[config.mk]
export PLATFORM = sky130hd
export DESIGN_NAME = uart_tx_arbiter
export DESIGN_NICKNAME = d
export VERILOG_FILES = /design/src/rtl/uart_tx_arbiter.sv
export SDC_FILE = /design/constraint.sdc
export NUM_CORES = 1
export LEC_CHECK = 0
export CORE_MARGIN = 4
export CORE_UTILIZATION = 39
export DETAILED_ROUTE_END_ITERATION = 10
export GPL_TIMING_DRIVEN = 0
export PLACE_DENSITY = 0.92
export SLEW_MARGIN = 20
export SYNTH_ARGS = -nofsm -noshare
export SYNTH_HDL_FRONTEND = slang
export SYNTH_SLANG_ARGS = --single-unit
export TNS_END_PERCENT = 50
[constraint.sdc]
create_clock -name clk_i -period 1.97 [get_ports clk_i]
set_input_delay 0.394 -clock clk_i [delete_from_list [all_inputs] [get_ports clk_i]]
set_output_delay 0.394 -clock clk_i [all_outputs]
set_load 0.01 [all_outputs]
[src/rtl/uart_tx_arbiter.sv]
// Round-robin, message-locked arbiter feeding one uart_tx write port from NUM_REQ byte streams.
// Optional idle-lock timeout is built only when UART_ARB_TIMEOUT_EN is defined.
module uart_tx_arbiter #(
    parameter int NUM_REQ     = 4,
    parameter int MAX_BURST   = 64,
    parameter int TIMEOUT_CYC = 1024
) (
    input  logic                 clk_i,
    input  logic                 rst_ni,
    input  logic [NUM_REQ-1:0]   req_valid_i,
    input  logic [8*NUM_REQ-1:0] req_data_i,
    input  logic [NUM_REQ-1:0]   req_last_i,
    output logic [NUM_REQ-1:0]   req_ready_o,
    input  logic                 uart_full_i,
    output logic                 uart_we_o,
    output logic [7:0]           uart_data_o,
    output logic [NUM_REQ-1:0]   grant_o,
    output logic                 busy_o,
    output logic                 timeout_o
);

    localparam int                IDX_W       = (NUM_REQ > 1) ? $clog2(NUM_REQ) : 1;
    localparam logic [8:0]        BURST_LIM   = 9'(MAX_BURST);
    localparam logic [16:0]       TIMEOUT_LIM = 17'(TIMEOUT_CYC);
    localparam logic [IDX_W-1:0]  LAST_RST    = IDX_W'(NUM_REQ - 1);

    typedef enum logic [0:0] {
        ST_IDLE   = 1'b0,
        ST_LOCKED = 1'b1
    } state_e;

    state_e             state_r, state_s;
    logic [NUM_REQ-1:0] grant_r, grant_s;
    logic [IDX_W-1:0]   last_grant_r, last_grant_s;
    logic [7:0]         burst_cnt_r, burst_cnt_s;
    logic               timeout_r, timeout_s;

    logic               owner_valid_s;
    logic               owner_last_s;
    logic [7:0]         owner_data_s;
    logic               locked_s;
    logic               accept_s;
    logic               cap_hit_s;
    logic               idle_hit_s;
    logic [IDX_W-1:0]   pick_s;

    // First valid requester strictly after 'last', wrapping; lower distance wins.
    function automatic logic [IDX_W-1:0] rr_pick(input logic [NUM_REQ-1:0] valid,
                                                 input logic [IDX_W-1:0]   last);
        logic [IDX_W-1:0] cand;
        logic [IDX_W-1:0] pick;
        pick = last;
        for (int i = NUM_REQ; i >= 1; i--) begin
            cand = IDX_W'((int'(last) + i) % NUM_REQ);
            if (valid[cand]) begin
                pick = cand;
            end else begin
                pick = pick;
            end
        end
        return pick;
    endfunction

    function automatic logic [NUM_REQ-1:0] to_onehot(input logic [IDX_W-1:0] idx);
        logic [NUM_REQ-1:0] oh;
        oh = {NUM_REQ{1'b0}};
        for (int k = 0; k < NUM_REQ; k++) begin
            if (idx == IDX_W'(k)) begin
                oh[k] = 1'b1;
            end else begin
                oh[k] = 1'b0;
            end
        end
        return oh;
    endfunction

    assign pick_s    = rr_pick(req_valid_i, last_grant_r);
    assign locked_s  = (state_r == ST_LOCKED);
    assign accept_s  = locked_s & owner_valid_s & ~uart_full_i;
    assign cap_hit_s = (({1'b0, burst_cnt_r} + 9'd1) == BURST_LIM);

    // AND-OR select of the owner's lane using the one-hot grant
    always_comb begin
        owner_valid_s = 1'b0;
        owner_last_s  = 1'b0;
        owner_data_s  = 8'h00;
        for (int k = 0; k < NUM_REQ; k++) begin
            owner_valid_s = owner_valid_s | (grant_r[k] & req_valid_i[k]);
            owner_last_s  = owner_last_s  | (grant_r[k] & req_last_i[k]);
            owner_data_s  = owner_data_s  | ({8{grant_r[k]}} & req_data_i[8*k +: 8]);
        end
    end

`ifdef UART_ARB_TIMEOUT_EN
    logic [15:0] idle_cnt_r, idle_cnt_s;

    // Idle-lock counter: runs only while the owner is silent and the UART could accept
    always_comb begin
        idle_cnt_s = idle_cnt_r;
        idle_hit_s = 1'b0;
        if (!locked_s || accept_s) begin
            idle_cnt_s = 16'd0;
        end else if (!owner_valid_s && !uart_full_i) begin
            idle_cnt_s = idle_cnt_r + 16'd1;
            idle_hit_s = (({1'b0, idle_cnt_r} + 17'd1) == TIMEOUT_LIM);
        end else begin
            idle_cnt_s = idle_cnt_r;
        end
    end

    // Idle-lock counter register
    always_ff @(posedge clk_i or negedge rst_ni) begin
        if (!rst_ni) begin
            idle_cnt_r <= 16'd0;
        end else begin
            idle_cnt_r <= idle_cnt_s;
        end
    end
`else
    // Lock is never revoked for inactivity in this build
    assign idle_hit_s = 1'b0 & (TIMEOUT_LIM != 17'd0);
`endif

    // Next-state logic for arbitration, lock release and burst counting
    always_comb begin
        state_s      = state_r;
        grant_s      = grant_r;
        last_grant_s = last_grant_r;
        burst_cnt_s  = burst_cnt_r;
        timeout_s    = 1'b0;
        case (state_r)
            ST_IDLE: begin
                if (|req_valid_i) begin
                    state_s      = ST_LOCKED;
                    grant_s      = to_onehot(pick_s);
                    last_grant_s = pick_s;
                    burst_cnt_s  = 8'd0;
                end else begin
                    state_s = ST_IDLE;
                end
            end
            ST_LOCKED: begin
                if (accept_s) begin
                    burst_cnt_s = burst_cnt_r + 8'd1;
                    if (owner_last_s || cap_hit_s) begin
                        state_s = ST_IDLE;
                        grant_s = {NUM_REQ{1'b0}};
                    end else begin
                        state_s = ST_LOCKED;
                    end
                end else if (idle_hit_s) begin
                    state_s   = ST_IDLE;
                    grant_s   = {NUM_REQ{1'b0}};
                    timeout_s = 1'b1;
                end else begin
                    state_s = ST_LOCKED;
                end
            end
            default: begin
                state_s = ST_IDLE;
                grant_s = {NUM_REQ{1'b0}};
            end
        endcase
    end

    // Arbiter state registers
    always_ff @(posedge clk_i or negedge rst_ni) begin
        if (!rst_ni) begin
            state_r      <= ST_IDLE;
            grant_r      <= {NUM_REQ{1'b0}};
            last_grant_r <= LAST_RST;
            burst_cnt_r  <= 8'd0;
            timeout_r    <= 1'b0;
        end else begin
            state_r      <= state_s;
            grant_r      <= grant_s;
            last_grant_r <= last_grant_s;
            burst_cnt_r  <= burst_cnt_s;
            timeout_r    <= timeout_s;
        end
    end

    // Write path is combinational so uart_tx samples at the same edge as the handshake
    assign req_ready_o = (locked_s && !uart_full_i) ? grant_r : {NUM_REQ{1'b0}};
    assign uart_we_o   = accept_s;
    assign uart_data_o = locked_s ? owner_data_s : 8'h00;
    assign grant_o     = grant_r;
    assign busy_o      = locked_s;
    assign timeout_o   = timeout_r;

endmodule

=== After elaboration in Yosys (flattened, before gate mapping) ===
Cells that the tools add are included.

* Add/subtract/negate cells: 6
* Magnitude comparators: 4
* Equality and inequality tests: 7
* Mux-type cells: 29
* Bitwise logic cells: 25
* Reduce and logical (&&, ||, !) cells: 8

{| class="wikitable"
|+ Operator list
! kind !! number
|-
| AND 8 bit || 4
|-
| 2-to-1 mux 8 bit || 3
|-
| bitwise OR 8 bit || 3
|-
| 2-to-1 mux 4 bit || 4
|-
| one-hot mux 8 bit (2 select lines) || 1
|-
| < comparator 2 x 3 -> 1 bit, second input constant || 4
|-
| 2-to-1 mux 1 bit || 11
|-
| AND 1 bit || 10
|-
| adder 8 x 1 -> 9 bit, second input constant || 1
|-
| == test 9 x 7 -> 1 bit, second input constant || 1
|-
| adder 8 x 1 -> 8 bit, second input constant || 1
|-
| binary-select mux 1 bit (select 2 bit) || 4
|-
| 2-to-1 mux 2 bit || 4
|-
| one-hot mux 4 bit (2 select lines) || 1
|-
| bitwise OR 1 bit || 6
|-
| adder 2 x 1 -> 2 bit, second input constant || 2
|-
| adder 2 bit, second input constant || 2
|-
| == test 2 bit, second input constant || 2
|-
| != test 2 bit, second input constant || 2
|-
| AND reduction 2 bit || 2
|-
| OR reduction 4 bit || 1
|-
| AND reduction 3 bit || 1
|-
| == test 2 x 1 -> 1 bit, second input constant || 1
|-
| logical NOT 2 bit || 1
|-
| other kinds (6) || 7
|}

* Bits in registers: 15
* Input port bits: 43

=== Longest topological paths before layout ===
Gate-level depths: netlist of the first run.

* Depth in word-level cells: 11
* Depth in mapped cells: 5
* Depth with buffers taken out: 5

=== Worst setup path before layout of the first run ===
OpenSTA, ideal clock, no wires.

* Kind: register -> register
* Start: reg grant_r[0] (netlist: grant_o[0])
* End: reg burst_cnt_r[3]
* Setup time: 79 ps
* Data arrival time: 1,507 ps
* Required time: 1,891 ps
* Path slack: 384 ps
* Cell stages (with the launch flop): 6
* Buffers on the path: 1
* Clock period less this slack: 1,586 ps
* Cells stage by stage: dfrtp_1 a22o_1 o21ai_1 buf_2 mux2_2 mux2i_1

* Longest elaborated chain between the ends: 8

{| class="wikitable"
|+ Ends and longest elaborated chain
! what !! RTL line !! source
|-
| start: declaration || 33 || <nowiki>logic [NUM_REQ-1:0] grant_r, grant_s;</nowiki>
|-
| start signal: assignment || 170 || <nowiki>grant_r <= {NUM_REQ{1'b0}};</nowiki>
|-
| start signal: assignment || 176 || <nowiki>grant_r <= grant_s;</nowiki>
|-
| AND 1 bit || 88 || <nowiki>owner_valid_s = owner_valid_s | (grant_r[k] & req_valid_i[k]);</nowiki>
|-
| bitwise OR 1 bit (3 in a row) || 88 ||
|-
| AND 1 bit (2 in a row) || 79 || <nowiki>assign accept_s = locked_s & owner_valid_s & ~uart_full_i;</nowiki>
|-
| != test 2 bit (no line) || -- ||
|-
| AND reduction 2 bit (no line) || -- ||
|-
| end signal: assignment || 178 || <nowiki>burst_cnt_r <= burst_cnt_s;</nowiki>
|-
| end: declaration || 35 || <nowiki>logic [7:0] burst_cnt_r, burst_cnt_s;</nowiki>
|}

Every way passes these cells.
A chain may end at the register's enable or synchronous reset.

=== Worst setup path in the final report of the first run ===
* Start: reg grant_r[0] (netlist: grant_o[0])
* End: out uart_we_o

* Longest elaborated chain between the ends: 6

{| class="wikitable"
|+ Ends and longest elaborated chain
! what !! RTL line !! source
|-
| AND 1 bit || 88 ||
|-
| bitwise OR 1 bit (3 in a row) || 88 ||
|-
| AND 1 bit (2 in a row) || 79 ||
|-
| end: declaration || 15 || <nowiki>output logic uart_we_o,</nowiki>
|}

Every way passes these cells.

==> run_results.csv, run 1 <==
group,metric,value,unit
route,vias_per_cell,5.74,
cts,clock_latency,0.29,ns
setup_path,crit_start,"grant_o[0]$_DFFE_PN0P_",
cts,cts_inserted_buffers,3,
layout,layout-drive-gt1-share,0.164,
layout,insertedDiodeCount,0,
setup_path,timing.rr.start,"grant_o[0]$_DFFE_PN0P_",
logic_synthesis,asyncSetResetFlopFracSynth,1.00,
timing,worst_slack,0.0870,ns
floorplanning,floorplan.die_area,3870,sq um
floorplanning,chipHeight,62.2,um
cts,ctsLongestPathBuffers,2,
logic_synthesis,synth_compound_area_frac,0.314,
layout,final-instance-count-excl-fill,232,
cts,htreeDepth,1,
global_route,grt_start_max_net_pins,16,
setup_path,rrSetupSlack,0.14,ns
power_and_ir_drop,max_ir_drop_vdd,1020,uV
setup_path,crit_end,"uart_we_o",
outcome,status,"completed",
timing,share_of_the_cycle_needed_by_the_critical_path_after_routing,0.956,
logic_synthesis,post_synth_edffs,0,
placed_design,dp.final_hpwl,2850,um
route,drc_violations,0,
setup_path,worst_reg_to_reg_path_cell_count,7,
layout,area.growth.synth_to_final,63.0,%
cts,cts.reportedPaths.clkPinSlew,0.09,ns
timing,maxSlewHeadroom,0.543,
cts,clkSinkCount,15,
timing,tightestPinTransition,0.684,ns
setup_path,critical_path_arrival,1.49,ns
global_route,grt_pass1_vias,1283,
logic_synthesis,netlist_area,1150,sq um
timing,hold_viol,0,
route,ant_nets,0,
timing,clock_skew_after_layout,0.0102,ns
placed_design,worst_slack_at_placement,-0.421,ns
setup_path,worstPathRequired,1.58,ns
cts,root_buffer,"clkbuf_4",
floorplanning,start_util,0.413,
layout,layout.nets,246,
setup_path,start_kind,"register",
placed_design,dpl.cell_count,222,
route,drt_pass1_iterations,4,
power_and_ir_drop,power_leakage,0.000844,uW
timing,final-setup-viol-count,0,
power_and_ir_drop,power.total,2150,uW
placed_design,placement.io_buffers,60,
logic_synthesis,post_synthesis_sequential_area_ratio,0.329,
layout,multi_input_comb_area,711,sq um
floorplanning,floorplan.io_pins,62,
layout,utilization,0.673,
global_route,grt_first_pass_wirelength,6270,um
logic_synthesis,main_combinational_cell_family_by_area_after_synthesis,"compound AO/OA/AOI/OAI gates",
setup_path,r2r-end,"burst_cnt_r[3]$_DFFE_PN0P_",
floorplanning,core_area,2780,sq um
logic_synthesis,post_synthesis_cells,131,
route,wl_per_cell,16.6,um
layout,num-fill-cells,237,
logic_synthesis,yosys_register_bits,15,
timing,maxClockFrequency,0.531,GHz
route,detail_route.iter0.violations,89,
logic_synthesis,postSynthNetCount,175,
setup_path,criticalPathCategory,"reg -> out",
global_route,number_of_antenna_violations_at_the_first_check_in_global_routing,0,
setup_path,worst_setup_path_end_kind,"output port",
power_and_ir_drop,power-per-cell-area,1150,nW/um^2
timing,final_max_slew_viol_count,0,
floorplanning,row_count,19,
hold_path,worst_min_delay_path_category,"in -> async",
logic_synthesis,postSynthAreaPerCell,8.76,sq um
layout,register_area,378,sq um
global_route,track_usage,0.202,
route,num_vias,1331,
route,finalWirelength,3850,um
floorplanning,die-width,62.2,um
logic_synthesis,synthFlopType,"dfrtp_1",
placed_design,globalplace.congestion,0.871,
logic_synthesis,synth.mux.area_fraction,0.0927,
setup_path,critPathMaxFanout,4,
global_route,grt_remaining_overflow,0,
timing,rsz0062_at_grt,"no",
logic_synthesis,yosysWarnings,0,
logic_synthesis,yosys.area_share.simple,0.189,
logic_synthesis,synth-adder-area-share,0.0109,
logic_synthesis,yosysUniqueCellTypes,42,
logic_synthesis,synth_xor_xnor_area_share,0,
cts,cts_tree,"yes",
timing,layout_min_cycle_time,1.88,ns
flow_run,cap_violations,0,
## state kept, by name, indices dropped and copies added (netlist names)
| name | count |
|---|---|
| burst_cnt_r | 8 |
| busy_o | 1 |
| grant_o | 4 |
| last_grant_r | 2 |
## synth_stat cells, types with 2 or more instances
cell	n	share of area
o221ai_1	2	0.015
a21boi_0	8	0.052
nor2_1	4	0.013
o311a_1	2	0.017
nor3_1	4	0.017
o21ai_0	3	0.013
a22o_1	2	0.015
mux2i_1	5	0.044
a21o_1	3	0.020
nand3_1	9	0.039
nand2_1	9	0.029
inv_1	4	0.013
a21oi_1	3	0.013
dfrtp_1	13	0.28
a22oi_1	16	0.10
and2_1	4	0.022
clkbuf_1	6	0.020
a221o_1	2	0.017
dfstp_2	2	0.046
and3_1	3	0.016
mux2_2	5	0.049
buf_2	2	0.0087
## routing by layer
metal,GRT usage,wire length (um),up-vias
li1,-,-,645
met1,0.221,1400,631
met2,0.363,2150,48
met3,0.0595,238,7
met4,0.0759,59,0
met5,0,0,-
## placed cells by master (no fill, tap or decap), types with 2 or more instances in the layout
cell	n
a21boi_0	8
a21o_1	3
a21oi_1	3
a221o_1	2
a22o_1	2
a22oi_1	15
and2_1	4
and3_1	3
buf_4	8
clkbuf_4	8
clkdlybuf4s50_1	43
dfrtp_1	13
dfstp_2	2
dlygate4sd2_1	15
inv_1	4
mux2_2	5
mux2i_1	5
nand2_1	9
nand3_1	9
nor2_1	4
nor3_1	4
o21ai_0	3
o221ai_1	2
o311a_1	2
## cells by family (layout without fill, tap and decap cells)
group                    Yosys count  after routing
flip-flops                        15             15
buffers and inverters             15             85
adder cells (fa/ha/maj)            1              1
AO/OA/AOI/OAI                     48             48
other                              1              1
multiplexers                      10             10
AND/OR/NAND/NOR                   41             41
## worst min-delay path by stage
| stage | start | end | slack, ns | cells after the start |
|---|---|---|---|---|
| after floorplan | rst_ni | burst_cnt_r[0]$_DFFE_PN0P_ | 0.1 | 0 |
| after global placement | burst_cnt_r[0]$_DFFE_PN0P_ | burst_cnt_r[0]$_DFFE_PN0P_ | 0.50 | 1 |
| after detailed placement | burst_cnt_r[2]$_DFFE_PN0P_ | burst_cnt_r[2]$_DFFE_PN0P_ | 0.51 | 1 |
| after CTS | rst_ni | burst_cnt_r[7]$_DFFE_PN0P_ | 0.52 | 1 |
| after global routing | rst_ni | burst_cnt_r[7]$_DFFE_PN0P_ | 0.54 | 1 |
| final | rst_ni | burst_cnt_r[7]$_DFFE_PN0P_ | 0.51 | 1 |
## final cells by class
class                           instances  area share
Buffer                                 10      0.0388
Clock buffer                            3      0.0120
Clock inverter                          1     0.00268
Inverter                                5      0.0100
Multi-Input combinational cell        101       0.380
Sequential cell                        15       0.202
Tap cell                               31      0.0207
Timing Repair Buffer                   66       0.334
## through the flow
stage	TNS (ns)	hold WS, ns	instance area, sq um
detailed placement	-2.81	0.514	1790
finish	0	0.507	1870
global route	0	0.536	1870
floorplan	0	0.0984	1150
CTS	0	0.520	1860
global placement	-2.46	0.500	1790
## worst max-delay path: stages, from the launching register on
cell,delay [ns]
dfrtp_1,0.40
buf_4,0.15
a22o_1,0.25
o21ai_2,0.20
inv_2,0.07
clkbuf_2,0.13
## timing repair
| item | in CTS | in global routing |
|---|---|---|
| cloned | 0 | 0 |
| pin swaps | 1 | 1 |
| endpoints found under the setup margin | 13 | 2 |
| buffers inserted | 5 | 1 |
| gates resized for setup | 29 | 4 |
| hold buffers | 0 | 0 |
## where the power goes
group | switching (uW) | internal, uW
registers | 68.3 | 420
clock network | 99.8 | 75.6
logic | 744 | 741
(Power assumes the default switching activity.)
==> run 2, diff against run 1 <==
Settings changed: MAX_ROUTING_LAYER set to met4, SKIP_LAST_GASP set to 1.
==> run_results.csv, run 2 (synthesis gave the netlist of run 1 again) <==
group,metric,value,unit
global_route,number_of_antenna_violations_at_the_first_check_in_global_routing,0,
cts,clock_latency,0.29,ns
timing,final-setup-viol-count,4,
layout,layout_common_cells,"50 x clkdlybuf4s50_1, 16 x a22oi_1, 13 x dfrtp_1",
route,ant_nets,0,
timing,fin_tns_setup,-0.427,ns
layout,layout.nets,246,
power_and_ir_drop,max_ir_drop_vdd,958,uV
floorplanning,core_area,2780,sq um
timing,maxSlewHeadroom,0.551,
power_and_ir_drop,power-per-cell-area,1150,nW/um^2
global_route,grt_first_pass_wirelength,6270,um
floorplanning,die-width,62.2,um
cts,clkSinkCount,15,
timing,tightestPinTransition,0.671,ns
outcome,violations,"setup timing",
cts,cts.reportedPaths.clkPinSlew,0.09,ns
setup_path,critPathMaxFanout,10,
timing,worst_slack,-0.111,ns
floorplanning,chipHeight,62.2,um
cts,cts_tree,"yes",
layout,area.growth.synth_to_final,64.9,%
timing,maxClockFrequency,0.481,GHz
power_and_ir_drop,fraction_of_power_consumed_by_sequential_logic,0.226,
global_route,track_usage,0.208,
outcome,status,"finished with violations",
route,finalWirelength,3950,um
setup_path,critical_path_arrival,1.69,ns
layout,layout-drive-gt1-share,0.154,
route,drc_violations,0,
timing,share_of_the_cycle_needed_by_the_critical_path_after_routing,1.06,
route,num_vias,1334,
layout,largest_reg_flops,8,
route,vias_per_cell,5.75,
placed_design,dp.final_hpwl,2850,um
power_and_ir_drop,power_switching_share,0.418,
global_route,grt_pass1_vias,1280,
floorplanning,row_count,19,
setup_path,worstPathRequired,1.58,ns
global_route,grt_remaining_overflow,0,
placed_design,globalplace.congestion,0.886,
layout,mostFrequentLayoutCell,"clkdlybuf4s50_1",
hold_path,worst_min_delay_path_category,"in -> async",
setup_path,worst_setup_path_end_kind,"output port",
route,wl_per_cell,17.0,um
placed_design,placement.io_buffers,60,
timing,hold_viol,0,
power_and_ir_drop,clockPowerShare,0.080,
timing,fin_hold_ws,0.505,ns
layout,insertedDiodeCount,0,
floorplanning,floorplan.io_pins,62,
cts,cts_inserted_buffers,3,
power_and_ir_drop,power.total,2180,uW
timing,final_max_slew_viol_count,0,
timing,rsz0062_at_grt,"yes",
floorplanning,start_util,0.413,
timing,clock_skew_after_layout,0.00779,ns
timing,layout_min_cycle_time,2.08,ns
power_and_ir_drop,switching_power,913,uW
cts,ctsLongestPathBuffers,2,
route,detail_route.iter0.violations,115,
setup_path,start_kind,"register",
cts,htreeDepth,1,
layout,num-fill-cells,231,
cts,cts_hold_buf,0,
floorplanning,floorplan.die_area,3870,sq um
power_and_ir_drop,power_leakage,0.000871,uW
placed_design,worst_slack_at_placement,-0.421,ns
power_and_ir_drop,cell_internal_pwr,1270,uW
route,drt_pass1_iterations,4,
global_route,grt_start_max_net_pins,16,
flow_run,cap_violations,0,
layout,max_flop_register,"burst_cnt_r",
setup_path,criticalPathCategory,"reg -> out",
cts,root_buffer,"clkbuf_4",
power_and_ir_drop,comb_power_share,0.695,
[run 2: cell count changes in the layout (fill, tap and decap cells not counted), sizes merged]
cell           previous run  this run
clkdlybuf4s50            43        50
dlygate4sd2              15         6
dlymetal6s2s              1         4
clkbuf                   10         9
[run 2: worst max-delay path, stage by stage (launching register included)]
cell             delay (ns)
dfrtp_1                0.38
clkbuf_4               0.22
a22oi_1                0.09
a21boi_0               0.16
clkdlybuf4s50_1        0.55
[run 2: per-layer routing]
layer  vias to the layer above  global-route usage  share of wire
met3                         7              0.0595          0.057
met5                         -                   -              0
met1                       636               0.221           0.37
met4                         0              0.0759          0.015
met2                        48               0.364           0.56
li1                        643                   -              -
[run 2: timing repair]
action                                  CTS  global route
buffers inserted                          5             1
resized for setup                        18             5
endpoints found under the hold margin     0             0
endpoints found under the setup margin   13             8
[run 2: final timing paths]
path                                             start                    endpoint  slack (ns)  cells past startpoint
max in group asynchronous                       rst_ni  burst_cnt_r[2]$_DFFE_PN0P_        1.03                      1
hold / removal                                  rst_ni  burst_cnt_r[7]$_DFFE_PN0P_        0.51                      1
setup reg to reg           last_grant_r[1]$_DFFE_PN1P_      grant_o[1]$_DFFE_PN0P_        0.16                      5
setup / recovery                grant_o[3]$_DFFE_PN0P_              uart_data_o[3]       -0.11                      4
min in group clk_i          burst_cnt_r[2]$_DFFE_PN0P_  burst_cnt_r[2]$_DFFE_PN0P_        0.52                      1
hold reg to reg             burst_cnt_r[2]$_DFFE_PN0P_  burst_cnt_r[2]$_DFFE_PN0P_        0.52                      1
[run 2: power groups by stage]
stage,combinational (uW),clock (uW),sequential (uW)
2_1_floorplan,757,0,524
3_3_place_gp,1340,0,526
3_5_place_dp,1390,0,534
4_1_cts,1510,182,484
5_1_grt,1650,200,502
6_report,1520,173,492
[run 2: per-stage QoR]
| stage | cell area [sq um] | utilization | cells |
|---|---|---|---|
| 5_1_grt | 1890 | 0.680 | 232 |
| 2_1_floorplan | 1150 | - | 131 |
| 3_5_place_dp | 1790 | 0.642 | 222 |
| 3_3_place_gp | 1790 | 0.642 | 222 |
| 4_1_cts | 1870 | 0.672 | 231 |
| 6_report | 1890 | 0.680 | 232 |
[run 2: area by class of cell]
| cell class | count | area, sq um | area share |
|---|---|---|---|
| multi-input combinational | 101 | 711 | 0.376 |
| buffer | 10 | 70.1 | 0.0370 |
| timing repair buffer | 66 | 648 | 0.343 |
| inverter | 5 | 18.8 | 0.00992 |
| tap | 31 | 38.8 | 0.0205 |
| clock buffer | 3 | 22.5 | 0.0119 |
| sequential | 15 | 378 | 0.200 |
| clock inverter | 1 | 5.00 | 0.00265 |
==> run 3, diff against run 2 <==
Settings changed: PLACE_DENSITY 0.92 to 0.8, RECOVER_POWER set to 100.
==> run_results.csv, run 3 (synthesis gave the netlist of run 1 again) <==
group,metric,value,unit
floorplanning,chipHeight,62.2,um
setup_path,timing.rr.start,"grant_o[2]$_DFFE_PN0P_",
global_route,number_of_antenna_violations_at_the_first_check_in_global_routing,0,
placed_design,globalplace.congestion,0.838,
layout,area.growth.synth_to_final,64.2,%
global_route,grt_remaining_overflow,0,
cts,htreeDepth,1,
setup_path,crit_path_cell_trace,"dlygate4sd3_1 -> a22o_1 -> o21ai_2 -> inv_2 -> dlygate4sd2_1",
layout,layout.nets,245,
setup_path,rrSetupSlack,0.17,ns
layout,layout-drive-gt1-share,0.150,
outcome,status,"finished with violations",
power_and_ir_drop,switching_power,911,uW
timing,layout_min_cycle_time,2.16,ns
timing,final-setup-viol-count,3,
outcome,violations,"setup timing",
power_and_ir_drop,clockPowerShare,0.083,
route,detail_route.iter0.violations,50,
route,drc_violations,0,
placed_design,worst_slack_at_placement,-0.466,ns
global_route,grt_pass1_vias,1349,
timing,hold_viol,0,
hold_path,worstHoldPathCells,1,
cts,clkSinkCount,15,
setup_path,timing.critical_path.slowest_stage_cell,"dlygate4sd3_1",
setup_path,critPathMaxFanout,5,
floorplanning,row_count,19,
floorplanning,start_util,0.413,
power_and_ir_drop,power-per-cell-area,1150,nW/um^2
floorplanning,floorplan.die_area,3870,sq um
timing,maxClockFrequency,0.464,GHz
route,num_vias,1350,
cts,ctsLongestPathBuffers,2,
global_route,grt_start_max_net_pins,16,
layout,largest_reg_flops,8,
timing,final_max_slew_viol_count,0,
route,wl_per_cell,18.1,um
cts,cts.reportedPaths.clkPinSlew,0.09,ns
cts,clock_latency,0.29,ns
power_and_ir_drop,fraction_of_power_consumed_by_sequential_logic,0.235,
floorplanning,core_area,2780,sq um
route,ant_nets,0,
cts,cts_inserted_buffers,3,
floorplanning,floorplan.io_pins,62,
timing,rsz0062_at_grt,"yes",
setup_path,critical_path_arrival,1.76,ns
cts,cts_tree,"yes",
cts,root_buffer,"clkbuf_4",
timing,fin_tns_setup,-0.446,ns
flow_run,cap_violations,0,
setup_path,worst_reg_to_reg_path_cell_count,6,
power_and_ir_drop,cell_internal_pwr,1250,uW
setup_path,r2r-end,"burst_cnt_r[2]$_DFFE_PN0P_",
hold_path,worst_min_delay_path_category,"reg -> reg",
route,finalWirelength,4170,um
timing,worst_slack,-0.186,ns
route,vias_per_cell,5.84,
layout,mostFrequentLayoutCell,"clkdlybuf4s50_1",
timing,share_of_the_cycle_needed_by_the_critical_path_after_routing,1.09,
timing,maxSlewHeadroom,0.551,
layout,max_flop_register,"burst_cnt_r",
power_and_ir_drop,comb_power_share,0.681,
power_and_ir_drop,max_ir_drop_vdd,992,uV
setup_path,criticalPathCategory,"in -> out",
layout,insertedDiodeCount,0,
power_and_ir_drop,power_leakage,0.000875,uW
setup_path,crit_start,"req_valid_i[3]",
global_route,grt_first_pass_wirelength,6900,um
route,drt_pass1_iterations,4,
power_and_ir_drop,power_switching_share,0.422,
placed_design,dp.final_hpwl,3100,um
layout,layout_common_cells,"42 x clkdlybuf4s50_1, 16 x a22oi_1, 12 x dfrtp_1",
setup_path,worstPathRequired,1.58,ns
setup_path,crit_end,"uart_we_o",
timing,tightestPinTransition,0.672,ns
floorplanning,die-width,62.2,um
global_route,track_usage,0.220,
placed_design,placement.io_buffers,60,
setup_path,start_kind,"input port",
timing,clock_skew_after_layout,0.000417,ns
setup_path,cp_slowest_stage_delay,0.60,ns
setup_path,worst_setup_path_end_kind,"output port",
## run 3: changes by cell type in the layout (fill, tap and decap cells not counted), moves of 2 or more
cell and delta:
dlygate4sd2_1 +3, buf_4 -2, clkdlybuf4s50_1 -8, dlygate4sd3_1 +5
## run 3: through the flow
stage / instances / cell area, sq um / total power [uW] / util / hold slack (ns)
floorplan: 131 / 1150 / 1280 / - / 0.0984
global placement: 222 / 1790 / 1880 / 0.642 / 0.498
detailed placement: 222 / 1790 / 1930 / 0.642 / 0.508
CTS: 231 / 1870 / 2180 / 0.672 / 0.516
global route: 231 / 1880 / 2330 / 0.677 / 0.554
finish: 231 / 1880 / 2160 / 0.677 / 0.520
## run 3: worst min path at each step
stage	startpoint	end	slack, ns
2_1_floorplan	rst_ni	burst_cnt_r[0]$_DFFE_PN0P_	0.1
3_3_place_gp	burst_cnt_r[2]$_DFFE_PN0P_	burst_cnt_r[2]$_DFFE_PN0P_	0.50
3_5_place_dp	burst_cnt_r[2]$_DFFE_PN0P_	burst_cnt_r[2]$_DFFE_PN0P_	0.51
4_1_cts	rst_ni	burst_cnt_r[4]$_DFFE_PN0P_	0.52
5_1_grt	burst_cnt_r[2]$_DFFE_PN0P_	burst_cnt_r[2]$_DFFE_PN0P_	0.55
6_report	burst_cnt_r[2]$_DFFE_PN0P_	burst_cnt_r[2]$_DFFE_PN0P_	0.52
## run 3: what timing repair did
item / in CTS / in global routing
hold buffers: 0 / 0
resized for setup: 21 / 8
endpoints found under the setup margin: 13 / 9
buffers inserted: 5 / 0
## run 3: metal layers
metal | global-route usage | vias to the layer above | wire (um)
met5 | - | - | 0
met4 | 0.0488 | 0 | 34
met3 | 0.0505 | 4 | 313
met2 | 0.356 | 61 | 1970
met1 | 0.280 | 644 | 1850
li1 | - | 641 | -
## run 3: power by group through the flow
stage               combinational [uW]  clock [uW]  sequential (uW)
floorplan                          757           0              524
global placement                  1350           0              526
detailed placement                1400           0              535
CTS                               1500         185              502
global route                      1610         199              521
finish                            1470         180              508
## run 3: cell type report
cell class / instances / area (sq um)
Fill cell: 237 / 897
Multi-Input combinational cell: 101 / 711
Timing Repair Buffer: 65 / 633
Sequential cell: 15 / 379
Buffer: 10 / 76.3
Tap cell: 31 / 38.8
Clock buffer: 3 / 22.5
Inverter: 5 / 18.8
Clock inverter: 1 / 5.00
## run 3: worst max-delay path: cells and delay by family
family,cells,cell delay [ns]
buffers and inverters,3,0.95
AO/OA/AOI/OAI,2,0.41
